File: src/rtl/span_decoder_if.sv
// Handshake bundle for span_decoder.
//   upstream   : data_left_i / data_right_i / data_val_i -> data_rdy_o
//   mask out   : mask_o qualified by the one-cycle mask_val_o strobe
//   beat stream: idx_o / idx_val_o / idx_last_o -> idx_rdy_i
//   error      : err_o one-cycle strobe for a rejected pair
// Modports: master = the side driving pairs and consuming beats,
//           slave  = the decoder itself.
interface span_decoder_if #(
    parameter int WIDTH = 8
);
    localparam int IDX_W = $clog2(WIDTH);

    logic [WIDTH-1:0] data_left_i;
    logic [WIDTH-1:0] data_right_i;
    logic             data_val_i;
    logic             data_rdy_o;
    logic [WIDTH-1:0] mask_o;
    logic             mask_val_o;
    logic [IDX_W-1:0] idx_o;
    logic             idx_val_o;
    logic             idx_last_o;
    logic             idx_rdy_i;
    logic             err_o;

    modport master (
        output data_left_i, data_right_i, data_val_i, idx_rdy_i,
        input  data_rdy_o, mask_o, mask_val_o, idx_o, idx_val_o, idx_last_o, err_o
    );

    modport slave (
        input  data_left_i, data_right_i, data_val_i, idx_rdy_i,
        output data_rdy_o, mask_o, mask_val_o, idx_o, idx_val_o, idx_last_o, err_o
    );
endinterface

File: src/rtl/span_decoder.sv
// span_decoder: takes a pair of one-hot masks marking the highest (left) and
// lowest (right) set bits of a word, rebuilds the contiguous span mask and
// streams the bit indices of the span from right to left, one per accepted beat.
// Ports:
//   clk_i   - clock, rising edge
//   rst_n_i - asynchronous active-low reset
//   bus     - span_decoder_if.slave (pair input, mask output, index stream, error)
//
// state   | meaning
// --------+-----------------------------------------------------------
// ST_IDLE | ready for a pair (data_rdy_o = 1); no beat presented
// ST_RUN  | streaming idx_o from R up to L; incoming pairs are ignored
module span_decoder #(
    parameter  int WIDTH = 8,
    localparam int IDX_W = $clog2(WIDTH)
) (
    input  logic          clk_i,
    input  logic          rst_n_i,
    span_decoder_if.slave bus
);

    typedef enum logic {
        ST_IDLE,
        ST_RUN
    } state_t;

    state_t           r_state;
    state_t           w_state_nxt;
    logic [WIDTH-1:0] r_mask;
    logic             r_mask_val;
    logic [IDX_W-1:0] r_idx;
    logic [IDX_W-1:0] r_left_idx;
    logic             r_err;

    logic             w_accept;
    logic             w_legal;
    logic             w_left_oh;
    logic             w_right_oh;
    logic [IDX_W-1:0] w_left_idx;
    logic [IDX_W-1:0] w_right_idx;
    logic [WIDTH-1:0] w_span;
    logic             w_last;
    logic             w_load;
    logic             w_step;
    logic             w_err_nxt;

    assign w_left_oh  = (bus.data_left_i  != '0) && ((bus.data_left_i  & (bus.data_left_i  - 1'b1)) == '0);
    assign w_right_oh = (bus.data_right_i != '0) && ((bus.data_right_i & (bus.data_right_i - 1'b1)) == '0);

    // For one-hot operands, comparing the masks as numbers orders the bit positions.
    assign w_legal  = w_left_oh && w_right_oh && (bus.data_right_i <= bus.data_left_i);
    assign w_accept = bus.data_val_i && (r_state == ST_IDLE);

    // left - right fills bits R..L-1; OR-ing left back in adds bit L (and covers L = R).
    assign w_span = (bus.data_left_i - bus.data_right_i) | bus.data_left_i;

    always_comb begin
        w_left_idx  = '0;
        w_right_idx = '0;
        for (int i = 0; i < WIDTH; i++) begin
            if (bus.data_left_i[i])  w_left_idx  = IDX_W'(i);
            if (bus.data_right_i[i]) w_right_idx = IDX_W'(i);
        end
    end

    assign w_last = (r_state == ST_RUN) && (r_idx == r_left_idx);

    always_ff @(posedge clk_i or negedge rst_n_i) begin
        if (!rst_n_i) begin
            r_state <= ST_IDLE;
        end else begin
            r_state <= w_state_nxt;
        end
    end

    always_comb begin
        w_state_nxt = r_state;
        w_load      = 1'b0;
        w_step      = 1'b0;
        w_err_nxt   = 1'b0;
        case (r_state)
            ST_IDLE: begin
                if (w_accept) begin
                    if (w_legal) begin
                        w_state_nxt = ST_RUN;
                        w_load      = 1'b1;
                    end else begin
                        w_err_nxt = 1'b1;
                    end
                end
            end
            ST_RUN: begin
                if (bus.idx_rdy_i) begin
                    if (w_last) begin
                        w_state_nxt = ST_IDLE;
                    end else begin
                        w_step = 1'b1;
                    end
                end
            end
            default: w_state_nxt = ST_IDLE;
        endcase
    end

    // Stepping stops at L, so r_idx can never pass WIDTH-1.
    always_ff @(posedge clk_i or negedge rst_n_i) begin
        if (!rst_n_i) begin
            r_mask     <= '0;
            r_mask_val <= 1'b0;
            r_idx      <= '0;
            r_left_idx <= '0;
            r_err      <= 1'b0;
        end else begin
            r_mask_val <= w_load;
            r_err      <= w_err_nxt;
            if (w_load) begin
                r_mask     <= w_span;
                r_idx      <= w_right_idx;
                r_left_idx <= w_left_idx;
            end else if (w_step) begin
                r_idx <= r_idx + IDX_W'(1);
            end
        end
    end

    assign bus.data_rdy_o = (r_state == ST_IDLE);
    assign bus.mask_o     = r_mask;
    assign bus.mask_val_o = r_mask_val;
    assign bus.idx_o      = r_idx;
    assign bus.idx_val_o  = (r_state == ST_RUN);
    assign bus.idx_last_o = w_last;
    assign bus.err_o      = r_err;

endmodule

File: src/flat_wrapper.sv
// flat-port wrapper written by rule: the top's interface ports become plain ports
module span_decoder_flat 
#(
    parameter  int WIDTH = 8,
    localparam int IDX_W = $clog2(WIDTH)
)
  (clk_i, rst_n_i, bus_data_left_i, bus_data_right_i, bus_data_val_i, bus_idx_rdy_i, bus_data_rdy_o, bus_mask_o, bus_mask_val_o, bus_idx_o, bus_idx_val_o, bus_idx_last_o, bus_err_o);
  span_decoder_if #(.WIDTH(WIDTH)) bus_i ();
  input  logic clk_i;
  input  logic rst_n_i;
  input wire logic [$bits(bus_i.data_left_i)-1:0] bus_data_left_i;
  input wire logic [$bits(bus_i.data_right_i)-1:0] bus_data_right_i;
  input wire logic [$bits(bus_i.data_val_i)-1:0] bus_data_val_i;
  input wire logic [$bits(bus_i.idx_rdy_i)-1:0] bus_idx_rdy_i;
  output wire logic [$bits(bus_i.data_rdy_o)-1:0] bus_data_rdy_o;
  output wire logic [$bits(bus_i.mask_o)-1:0] bus_mask_o;
  output wire logic [$bits(bus_i.mask_val_o)-1:0] bus_mask_val_o;
  output wire logic [$bits(bus_i.idx_o)-1:0] bus_idx_o;
  output wire logic [$bits(bus_i.idx_val_o)-1:0] bus_idx_val_o;
  output wire logic [$bits(bus_i.idx_last_o)-1:0] bus_idx_last_o;
  output wire logic [$bits(bus_i.err_o)-1:0] bus_err_o;
  assign bus_i.data_left_i = bus_data_left_i;
  assign bus_i.data_right_i = bus_data_right_i;
  assign bus_i.data_val_i = bus_data_val_i;
  assign bus_i.idx_rdy_i = bus_idx_rdy_i;
  assign bus_data_rdy_o = bus_i.data_rdy_o;
  assign bus_mask_o = bus_i.mask_o;
  assign bus_mask_val_o = bus_i.mask_val_o;
  assign bus_idx_o = bus_i.idx_o;
  assign bus_idx_val_o = bus_i.idx_val_o;
  assign bus_idx_last_o = bus_i.idx_last_o;
  assign bus_err_o = bus_i.err_o;
  span_decoder #(.WIDTH(WIDTH)) u_core (.clk_i(clk_i), .rst_n_i(rst_n_i), .bus(bus_i));
endmodule
File: config.mk
export PLATFORM = sky130hd
export DESIGN_NAME = span_decoder_flat
export DESIGN_NICKNAME = d
export VERILOG_FILES = /design/src/rtl/span_decoder_if.sv /design/src/rtl/span_decoder.sv /design/src/flat_wrapper.sv
export SDC_FILE = /design/constraint.sdc
export NUM_CORES = 1
export LEC_CHECK = 0
export ABC_AREA = 1
export BUFFER_PORTS_ARGS = -buffer_cell sky130_fd_sc_hd__buf_2
export CORE_MARGIN = 8
export CORE_UTILIZATION = 55
export DETAILED_ROUTE_END_ITERATION = 8
export PLACE_DENSITY = 0.88
export REMOVE_ABC_BUFFERS = 1
export SLEW_MARGIN = 10
export SYNTH_ARGS = -nofsm -noshare
export SYNTH_HDL_FRONTEND = slang
export SYNTH_SLANG_ARGS = --single-unit
File: constraint.sdc
create_clock -name clk_i -period 1.58 [get_ports clk_i]
set_input_delay 0.079 -clock clk_i [delete_from_list [all_inputs] [get_ports clk_i]]
set_output_delay 0.079 -clock clk_i [all_outputs]
set_load 0.03 [all_outputs]
Word-level counts from Yosys, hierarchy flattened
Cells that the tools add are included.

Register bits after elaboration: 17. Bits of input ports: 20. Output and inout port bits: 16.

Add/subtract/negate cells: 4. $lt $le $gt $ge: 1. Eq/ne operators: 1. Multiplexer cells: 27. Bitwise operators: 4. Reductions and logical operators: 11.

Operators by type and width (count): 3-bit 2-to-1 mux (14); 8-bit bitwise AND (2); 8-bit zero test (2); 8-bit nonzero test (2); 8-bit by 1-bit subtractor with 8-bit output (second input constant) (2); 1-bit 2-to-1 mux (12); 8-bit <= comparator (1); 8-bit OR (1); 8-bit subtractor (1); 1-bit logical AND (6); 3-bit by 1-bit adder with 3-bit output (second input constant) (1); 3-bit equality test (1); 1-bit case mux with 2 select lines (1); 2-bit nonzero test (1); 1-bit NOT (1).

Logic depth before layout (Yosys ltp)
Gate-level depths: netlist of the first run.

Word-level depth: 10. Depth in mapped cells: 13. Depth with buffers taken out: 12.

Worst setup path after synthesis of the first run
OpenSTA, ideal clock, no wires.

Path type: input-to-reg. Start: input port bus_data_left_i[0]. End: register u_core.r_left_idx[0]. Library setup time: 0.122 ns. Data arrival time: 1.552 ns. Data required time: 1.458 ns. Slack: -0.094 ns. Cell stages on the path: 10. Path buffers: 1. Cell sequence: inv_1 > ha_1 > fa_1 > o21ai_2 > nand2_1 > nand3_2 > nand4_2 > buf_6 > nor2_1 > a21boi_1.

Word-level cells in the longest chain between the ends: 9. Elaborated cells between the ends (all ways): 11. Classes of those cells: add/sub: 1; order compare: 1; mux: 3; bitwise: 1; reduce/logical: 5.

Ends and longest elaborated chain: start, declared (line flat_wrapper.sv:11) `input wire logic [$bits(bus_i.data_left_i)-1:0] bus_data_left_i;`; 8-bit by 1-bit subtractor with 8-bit output (line span_decoder.sv:47) `assign w_left_oh = (bus.data_left_i != '0) && ((bus.data_left_i & (bus.data_left_i - 1'b1)) == '0);`; 8-bit bitwise AND (line span_decoder.sv:47); 8-bit zero test (line span_decoder.sv:47); 1-bit logical AND (line span_decoder.sv:47); 1-bit logical AND (line span_decoder.sv:51) `assign w_legal = w_left_oh && w_right_oh && (bus.data_right_i <= bus.data_left_i);`; 1-bit logical AND (*) (line span_decoder.sv:51); 1-bit 2-to-1 mux (*) (line span_decoder.sv:84) `if (w_legal) begin`; 1-bit 2-to-1 mux (*) (line span_decoder.sv:83) `if (w_accept) begin`; 1-bit 2-to-1 mux (*) (line span_decoder.sv:81) `case (r_state)`; end signal, assigned (line span_decoder.sv:119) `r_left_idx <= w_left_idx;`; end, declared (line span_decoder.sv:32) `logic [IDX_W-1:0] r_left_idx;`.

Mark *: on every way between the ends. The rest lies on a longest branch, timed or not. A chain may end at the register's enable or synchronous reset.

Worst setup path after layout of the first run
Start: register u_core.r_idx[1] (netlist: u_core.bus.idx_o[1]). End: register u_core.r_idx[1] (netlist: u_core.bus.idx_o[1]).

Word-level cells in the longest chain between the ends: 6. Elaborated cells between the ends (all ways): 9. Classes of those cells: add/sub: 1; eq/ne: 1; mux: 5; reduce/logical: 2.

Ends and longest elaborated chain: start, declared (line span_decoder.sv:31) `logic [IDX_W-1:0] r_idx;`; start signal, assigned (line span_decoder.sv:118) `r_idx <= w_right_idx;`; start signal, assigned (line span_decoder.sv:121) `r_idx <= r_idx + IDX_W'(1);`; 3-bit equality test (line span_decoder.sv:66) `assign w_last = (r_state == ST_RUN) && (r_idx == r_left_idx);`; 1-bit logical AND (line span_decoder.sv:66); 1-bit 2-to-1 mux (line span_decoder.sv:94) `if (w_last) begin`; 1-bit 2-to-1 mux (line span_decoder.sv:93) `if (bus.idx_rdy_i) begin`; 1-bit 2-to-1 mux (line span_decoder.sv:81); 2-bit nonzero test (no source line).

Parallel ways exist; a longest one is shown, timed or not. The select of a mux whose other input is x is not followed.

==> out/qor.yml, run 1 <==
worst_setup_path:
  worst-endpoint-arrival_ns: 1.85
  timing.rr.start: "u_core.bus.idx_o[1]$_DFFE_PN0P_"
  crit_path_max_incr_delay_ns: 0.46
  crit_buf_inv: 1
  slowest_stage: "dfrtp_1"
  path_delay_family: "simple AND/OR/NAND/NOR gates"
  end_kind: "register"
  cp_max_fo: 5
  rrSetupSlack_ns: -0.06
  r2r-end: "u_core.bus.idx_o[1]$_DFFE_PN0P_"
  path_cells: "o21ai_0, nor2_1, nand2_1, nand3_1, nand2_1, nand3_1, o21ai_2, inv_1"
  reg2reg_depth: 8
  required_ns: 1.79
  crit_start: "u_core.bus.idx_o[1]$_DFFE_PN0P_"
  start_kind: "register"
  criticalPathCategory: "reg2reg"
pwr:
  leakagePower_uw: 0.00138
  ir_worst_vdd_mv: 0.345
  comb_power_share_pct: 40.3
  p_per_area_nw_per_um2: 486
  p_seq_share_pct: 38.3
  pwr-share-clk_pct: 21.3
  swShare_pct: 35.2
  cell_internal_pwr_uw: 747
  p_switching_uw: 405
sta:
  fin_hold_ws_ns: 0.0795
  setup_viol: 2
  timing.final.hold_violations: 0
  final.setup_skew_ns: 0.00555
  final_max_slew_viol_count: 0
  rsz0062_at_grt: "yes"
  setup_ws_ns: -0.0625
  min_period_ns: 1.64
  relSlewSlack_pct: 75.2
  fmax_mhz: 609
  finalCritPeriodShare_pct: 104
  worstMarginPinSlew_ns: 0.373
place:
  place_congestion: 0.888
  port_buffers: 35
  dp.cells: 385
  hpwlAfterDp_um: 4110
  dpl_cell_area_sq_um: 2270
synth:
  yosysTopAreaCellShare_pct: 25.7
  yosys_warnings: 0
  synth-edff-count: 0
  ys.flop_type: "dfrtp_1"
  yosysUniqueCellTypes: 29
  ys_ff_latch: 17
  avgSynthCellArea_sq_um: 6.23
  yosysTopAreaCell: "dfrtp_1"
  synth.top_cells.by_area: "dfrtp_1, nand2_1, nor2_1, inv_1, ha_1"
  ys_seq_area_share_pct: 25.7
  synthArstFlopShare_pct: 100
  netlist_instances: 266
  netlist_area_sq_um: 1660
finish:
  final_area_sq_um: 2370
  n_antenna_cell: 0
  final_cell_mix: "nand2_1, buf_4, nor2_1, inv_1, buf_2"
  mostFrequentLayoutCell: "nand2_1"
  final_nets: 390
  area_delta_synth_final_pct: 43.1
  final_layout_size_suffix_gt1_share_pct: 33.0
  fin_cells: 391
hold_path:
  min_from: "bus_idx_rdy_i"
  worstHoldEndpoint: "u_core.bus.idx_val_o$_DFF_PN0_"
  min_path_type: "in2reg"
  hold_path_depth: 4
cts:
  ctsHtreeMaxLevel: 1
  cts_buffer_depth: 2
  root_buffer: "clkbuf_4"
  clkSinkCount: 17
  cts-buffers-inserted: 3
  cts_tree: "yes"
  clk-insertion-delay-late_ns: 0.30
  clk_pin_slew_ns: 0.10
floorplanning:
  ios: 36
  die_y_um: 70.9
  die_area_sq_um: 5020
  core-area_sq_um: 2950
  rows: 20
  initial_core_util_pct: 56.1
  die_width_um: 70.9
routing:
  finalWirelength_um: 5700
  route.detailed.drc: 0
  ant_nets: 0
  avgViaCountPerCell: 5.51
  vias: 2153
  wire_per_inst_um: 14.6
  drt_pass1_iterations: 5
  drt-initial-drc-count: 252
grt:
  grt-ovfl-total: 0
  grt_use_total_pct: 20.0
  antenna_found_initial: 0
  grt_pass1_wl_um: 8270
  grt_max_degree: 18
  grt_pass1_vias: 1980
status:
  violations: "negative setup slack"
  outcome: "finished, violations left"
job:
  maxCapViolCount: 0
==> layout make-up <==
type | count | area [sq um]
Timing Repair Buffer | 90 | 619
Tap cell | 33 | 41.3
Inverter | 41 | 156
Multi-Input combinational cell | 206 | 1100
Sequential cell | 17 | 425
Clock buffer | 4 | 26.3
Fill cell | 193 | 582
==> kinds of logic (layout without fill, tap and decap cells) <==
logic type,count (synthesis),count (layout),share of synthesized area (%)
compound gates,35,35,12.2
xor+xnor,4,4,2.12
fa+ha+maj,11,11,8.76
buf+inv,43,135,10.3
flops,17,17,25.7
simple gates,156,156,40.9
==> per-stage QoR <==
stage | setup WS, ns | utilization (%) | total power (uW) | setup TNS, ns
2_1_floorplan | -0.209 | - | 659 | -1.97
3_3_place_gp | -0.231 | 76.8 | 864 | -2.67
3_5_place_dp | -0.355 | 76.8 | 880 | -4.16
4_1_cts | 0.00231 | 78.3 | 1120 | 0
5_1_grt | -0.0520 | 80.3 | 1210 | -0.185
6_report | -0.0625 | 80.3 | 1150 | -0.0909
==> power by group through the flow <==
stage | clock, uW | combinational (uW) | sequential, uW
6_report | 246 | 465 | 442
5_1_grt | 264 | 504 | 442
4_1_cts | 241 | 434 | 442
3_5_place_dp | 0 | 430 | 450
3_3_place_gp | 0 | 414 | 450
2_1_floorplan | 0 | 202 | 457
==> synthesized netlist by cell type (2+ instances only) <==
library cell,number
nand2_1,71
nor2_1,45
inv_1,41
dfrtp_1,17
nand3_1,16
a21oi_1,14
ha_1,10
o21ai_0,10
nand4_1,6
nor2_2,6
a21boi_0,4
nand2_2,4
xor2_1,3
a21o_1,2
nor3b_1,2
o21ai_2,2
==> what timing repair did <==
item	CTS	global route
endpoints found under the hold margin	17	0
endpoints found under the setup margin	5	13
gates resized for setup	2	19
pin swaps	1	6
buffers inserted	1	0
hold buffers	1	0
==> worst reg2reg max path, delay by kind of cell (launching register included) <==
kind / cells / cell delay (ns)
AO/OA/AOI/OAI: 2 / 0.36
buffers and inverters: 1 / 0.06
flip-flops: 1 / 0.46
AND/OR/NAND/NOR: 5 / 0.66
==> registers in the layout, summed over array words and instances (netlist names) <==
signal,count
u_core.bus.mask_val_o,1
u_core.bus.idx_o,3
u_core.r_left_idx,3
u_core.bus.err_o,1
u_core.bus.mask_o,8
u_core.bus.idx_val_o,1
==> how the worst max path moves through the flow <==
stage	cells past startpoint	slack, ns	endpoint
2_1_floorplan	9	-0.21	u_core.bus.mask_o[2]$_DFFE_PN0P_
3_3_place_gp	12	-0.23	u_core.bus.idx_o[2]$_DFFE_PN0P_
3_5_place_dp	11	-0.35	u_core.bus.mask_o[4]$_DFFE_PN0P_
4_1_cts	11	0.002	u_core.bus.idx_o[1]$_DFFE_PN0P_
5_1_grt	11	-0.05	u_core.bus.idx_o[1]$_DFFE_PN0P_
6_report	8	-0.06	u_core.bus.idx_o[1]$_DFFE_PN0P_
==> routing by layer <==
layer  up-vias  global-route usage, %  routed length (um)
li1       1025                      -                   -
met1       968                   23.2                2200
met2       138                   35.1                2750
met3        22                   4.94                 539
met4         0                   6.00                 218
met5         -                      0                   0
Power figures use the tool's default switching activity.
==> inputs of run 2 (changes only) <==
- RECOVER_POWER: default -> 50
==> run 2 against run 1 <==
The flow still finishes with violations (negative setup slack). Non-clock buffer count is the same. First-iteration DRC count grew 4.8%. Sequential power is essentially flat. Utilization shrank 0.34 points. Largest power group unchanged.
==> out/qor.yml, run 2 (same netlist as run 1, synthesis figures left out) <==
status:
  outcome: "finished, violations left"  # unchanged
  violations: "negative setup slack"  # unchanged
sta:
  worstMarginPinSlew_ns: 0.892  # was 0.373 ns
  final_max_slew_viol_count: 0  # unchanged
  setup_ws_ns: -0.0329  # was -0.0625 ns
  relSlewSlack_pct: 40.5  # was 75.2%
  rsz0062_at_grt: "yes"  # unchanged
  setup_viol: 2  # unchanged
  final.setup_skew_ns: 0.00311  # was 0.00555 ns
  timing.final.hold_violations: 0  # unchanged
  min_period_ns: 1.61  # was 1.64 ns
  fmax_mhz: 620  # was 609 MHz
  finalCritPeriodShare_pct: 102  # was 104%
place:
  hpwlAfterDp_um: 4110  # unchanged
  dp.cells: 385  # unchanged
  port_buffers: 35  # unchanged
  dpl_cell_area_sq_um: 2270  # unchanged
  place_congestion: 0.888  # unchanged
finish:
  final_layout_size_suffix_gt1_share_pct: 30.7  # was 33.0%
  area_delta_synth_final_pct: 42.5  # was 43.1%
  mostFrequentLayoutCell: "nand2_1"  # unchanged
  final_cell_mix: "nand2_1, buf_4, nor2_1, inv_1, buf_2"  # unchanged
  fin_cells: 391  # unchanged
  largest_reg_flops: 8  # unchanged
  fin_util_pct: 80.0  # was 80.3%
  final_area_sq_um: 2360  # was 2370 sq um
  n_antenna_cell: 0  # unchanged
  final_nets: 390  # unchanged
cts:
  ctsHtreeMaxLevel: 1  # unchanged
  cts_tree: "yes"  # unchanged
  clk-insertion-delay-late_ns: 0.30  # about the same
  cts-buffers-inserted: 3  # unchanged
  cts_buffer_depth: 2  # unchanged
  clkSinkCount: 17  # unchanged
  root_buffer: "clkbuf_4"  # unchanged
  clk_pin_slew_ns: 0.10  # about the same
routing:
  drt-initial-drc-count: 264  # was 252
  ant_nets: 0  # unchanged
  drt_pass1_iterations: 5  # unchanged
  avgViaCountPerCell: 5.53  # was 5.51
  route.detailed.drc: 0  # unchanged
  vias: 2163  # was 2153
  finalWirelength_um: 5740  # was 5700 um
  wire_per_inst_um: 14.7  # was 14.6 um
worst_setup_path:
  criticalPathCategory: "reg2reg"  # unchanged
  path_cells: "o21ai_0, nor2_1, nand2_1, nand3_1, nand2_1, nand3_1, o21ai_2, inv_1"  # unchanged
  crit_buf_inv: 1  # unchanged
  worst-endpoint-arrival_ns: 1.82  # was 1.85 ns
  cp_max_fo: 5  # unchanged
  end_kind: "register"  # unchanged
  path_delay_family: "simple AND/OR/NAND/NOR gates"  # unchanged
  start_kind: "register"  # unchanged
  rrSetupSlack_ns: -0.03  # was -0.06 ns
  crit_path_max_incr_delay_ns: 0.46  # about the same
  required_ns: 1.78  # was 1.79 ns
  slowest_stage: "dfrtp_1"  # unchanged
floorplanning:
  die_area_sq_um: 5020  # unchanged
  core-area_sq_um: 2950  # unchanged
  initial_core_util_pct: 56.1  # unchanged
  rows: 20  # unchanged
  ios: 36  # unchanged
  die_width_um: 70.9  # unchanged
  die_y_um: 70.9  # unchanged
grt:
  grt_util_met3_pct: 4.94  # unchanged
  met2_usage_pct: 35.1  # unchanged
  antenna_found_initial: 0  # unchanged
  grt-ovfl-total: 0  # unchanged
  grt_pass1_wl_um: 8270  # unchanged
  met1_usage_pct: 23.2  # unchanged
  grt_pass1_vias: 1980  # unchanged
  grt_use_total_pct: 20.0  # unchanged
  grt-busiest-layer: "met2"  # unchanged
  grt_max_degree: 18  # unchanged
pwr:
  leakagePower_uw: 0.00137  # was 0.00138 uW
  p_switching_uw: 407  # was 405 uW
  pwr-share-clk_pct: 21.4  # was 21.3%
  swShare_pct: 35.3  # was 35.2%
  cell_internal_pwr_uw: 746  # was 747 uW
  p_seq_share_pct: 38.3  # about the same
  p_per_area_nw_per_um2: 489  # was 486 nW/um^2
  ir_worst_vdd_mv: 0.352  # was 0.345 mV
  comb_power_share_pct: 40.2  # was 40.3%
job:
  maxCapViolCount: 0  # unchanged
hold_path:
  min_path_type: "in2reg"  # unchanged
==> run 2: changes by cell type in the layout (fill, tap and decap cells not counted), sizes merged <==
| cell | previous run | this run |
|---|---|---|
| buf | 89 | 81 |
| clkbuf | 4 | 12 |
==> run 2: area by class of cell <==
type	count	area, sq um
clock buffer	4	26.3
tap	33	41.3
timing repair buffer	90	609
multi-input combinational	206	1100
fill	200	592
sequential	17	425
inverter	41	156
==> run 2: worst paths after layout <==
kind | cells after the start | from | end
hold / removal | 4 | bus_idx_rdy_i | u_core.bus.idx_val_o$_DFF_PN0_
hold reg to reg | 2 | u_core.bus.mask_o[7]$_DFFE_PN0P_ | u_core.bus.mask_o[7]$_DFFE_PN0P_
setup reg to reg | 8 | u_core.bus.idx_o[1]$_DFFE_PN0P_ | u_core.bus.idx_o[1]$_DFFE_PN0P_
min in group asynchronous | 2 | rst_n_i | u_core.bus.mask_o[7]$_DFFE_PN0P_
max in group asynchronous | 2 | rst_n_i | u_core.bus.mask_val_o$_DFF_PN0_
setup / recovery | 8 | u_core.bus.idx_o[1]$_DFFE_PN0P_ | u_core.bus.idx_o[1]$_DFFE_PN0P_
==> run 2: through the flow <==
stage          total power, uW  TNS [ns]  hold slack, ns  setup slack (ns)
6_report                  1150   -0.0345          0.0822           -0.0329
5_1_grt                   1210    -0.185           0.107           -0.0520
4_1_cts                   1120         0          0.0707           0.00231
3_5_place_dp               880     -4.16          0.0141            -0.355
3_3_place_gp               864     -2.67         0.00630            -0.231
2_1_floorplan              659     -1.97          -0.217            -0.209
==> run 2: worst reg2reg max path: cells and delay by family (launching register included) <==
| family | cells | cell delay [ns] |
|---|---|---|
| buffers and inverters | 1 | 0.06 |
| AOI/OAI and AO/OA | 2 | 0.34 |
| and+or+nand+nor | 5 | 0.66 |
| DFF | 1 | 0.46 |
==> run 2: layer usage <==
layer  up-vias  wire length (um)
met1       973              2220
met4         0               246
met3        27               558
met2       138              2710
met5         -                 0
li1       1025                 -
==> run 2: power by group through the flow <==
| stage | registers, uW | logic [uW] | clock network, uW |
|---|---|---|---|
| final | 442 | 464 | 247 |
| after global routing | 442 | 503 | 264 |
| after CTS | 442 | 434 | 241 |
| after detailed placement | 450 | 430 | 0 |
| after global placement | 450 | 414 | 0 |
| after floorplan | 457 | 202 | 0 |
==> run 2: repair_timing <==
item,4_1_cts,5_1_grt
hold buffers,1,0
endpoints found under the setup margin,5,13
hold endpoints to repair,17,0
setup buffers,1,0
gates resized for setup,2,19
pin swaps,1,6
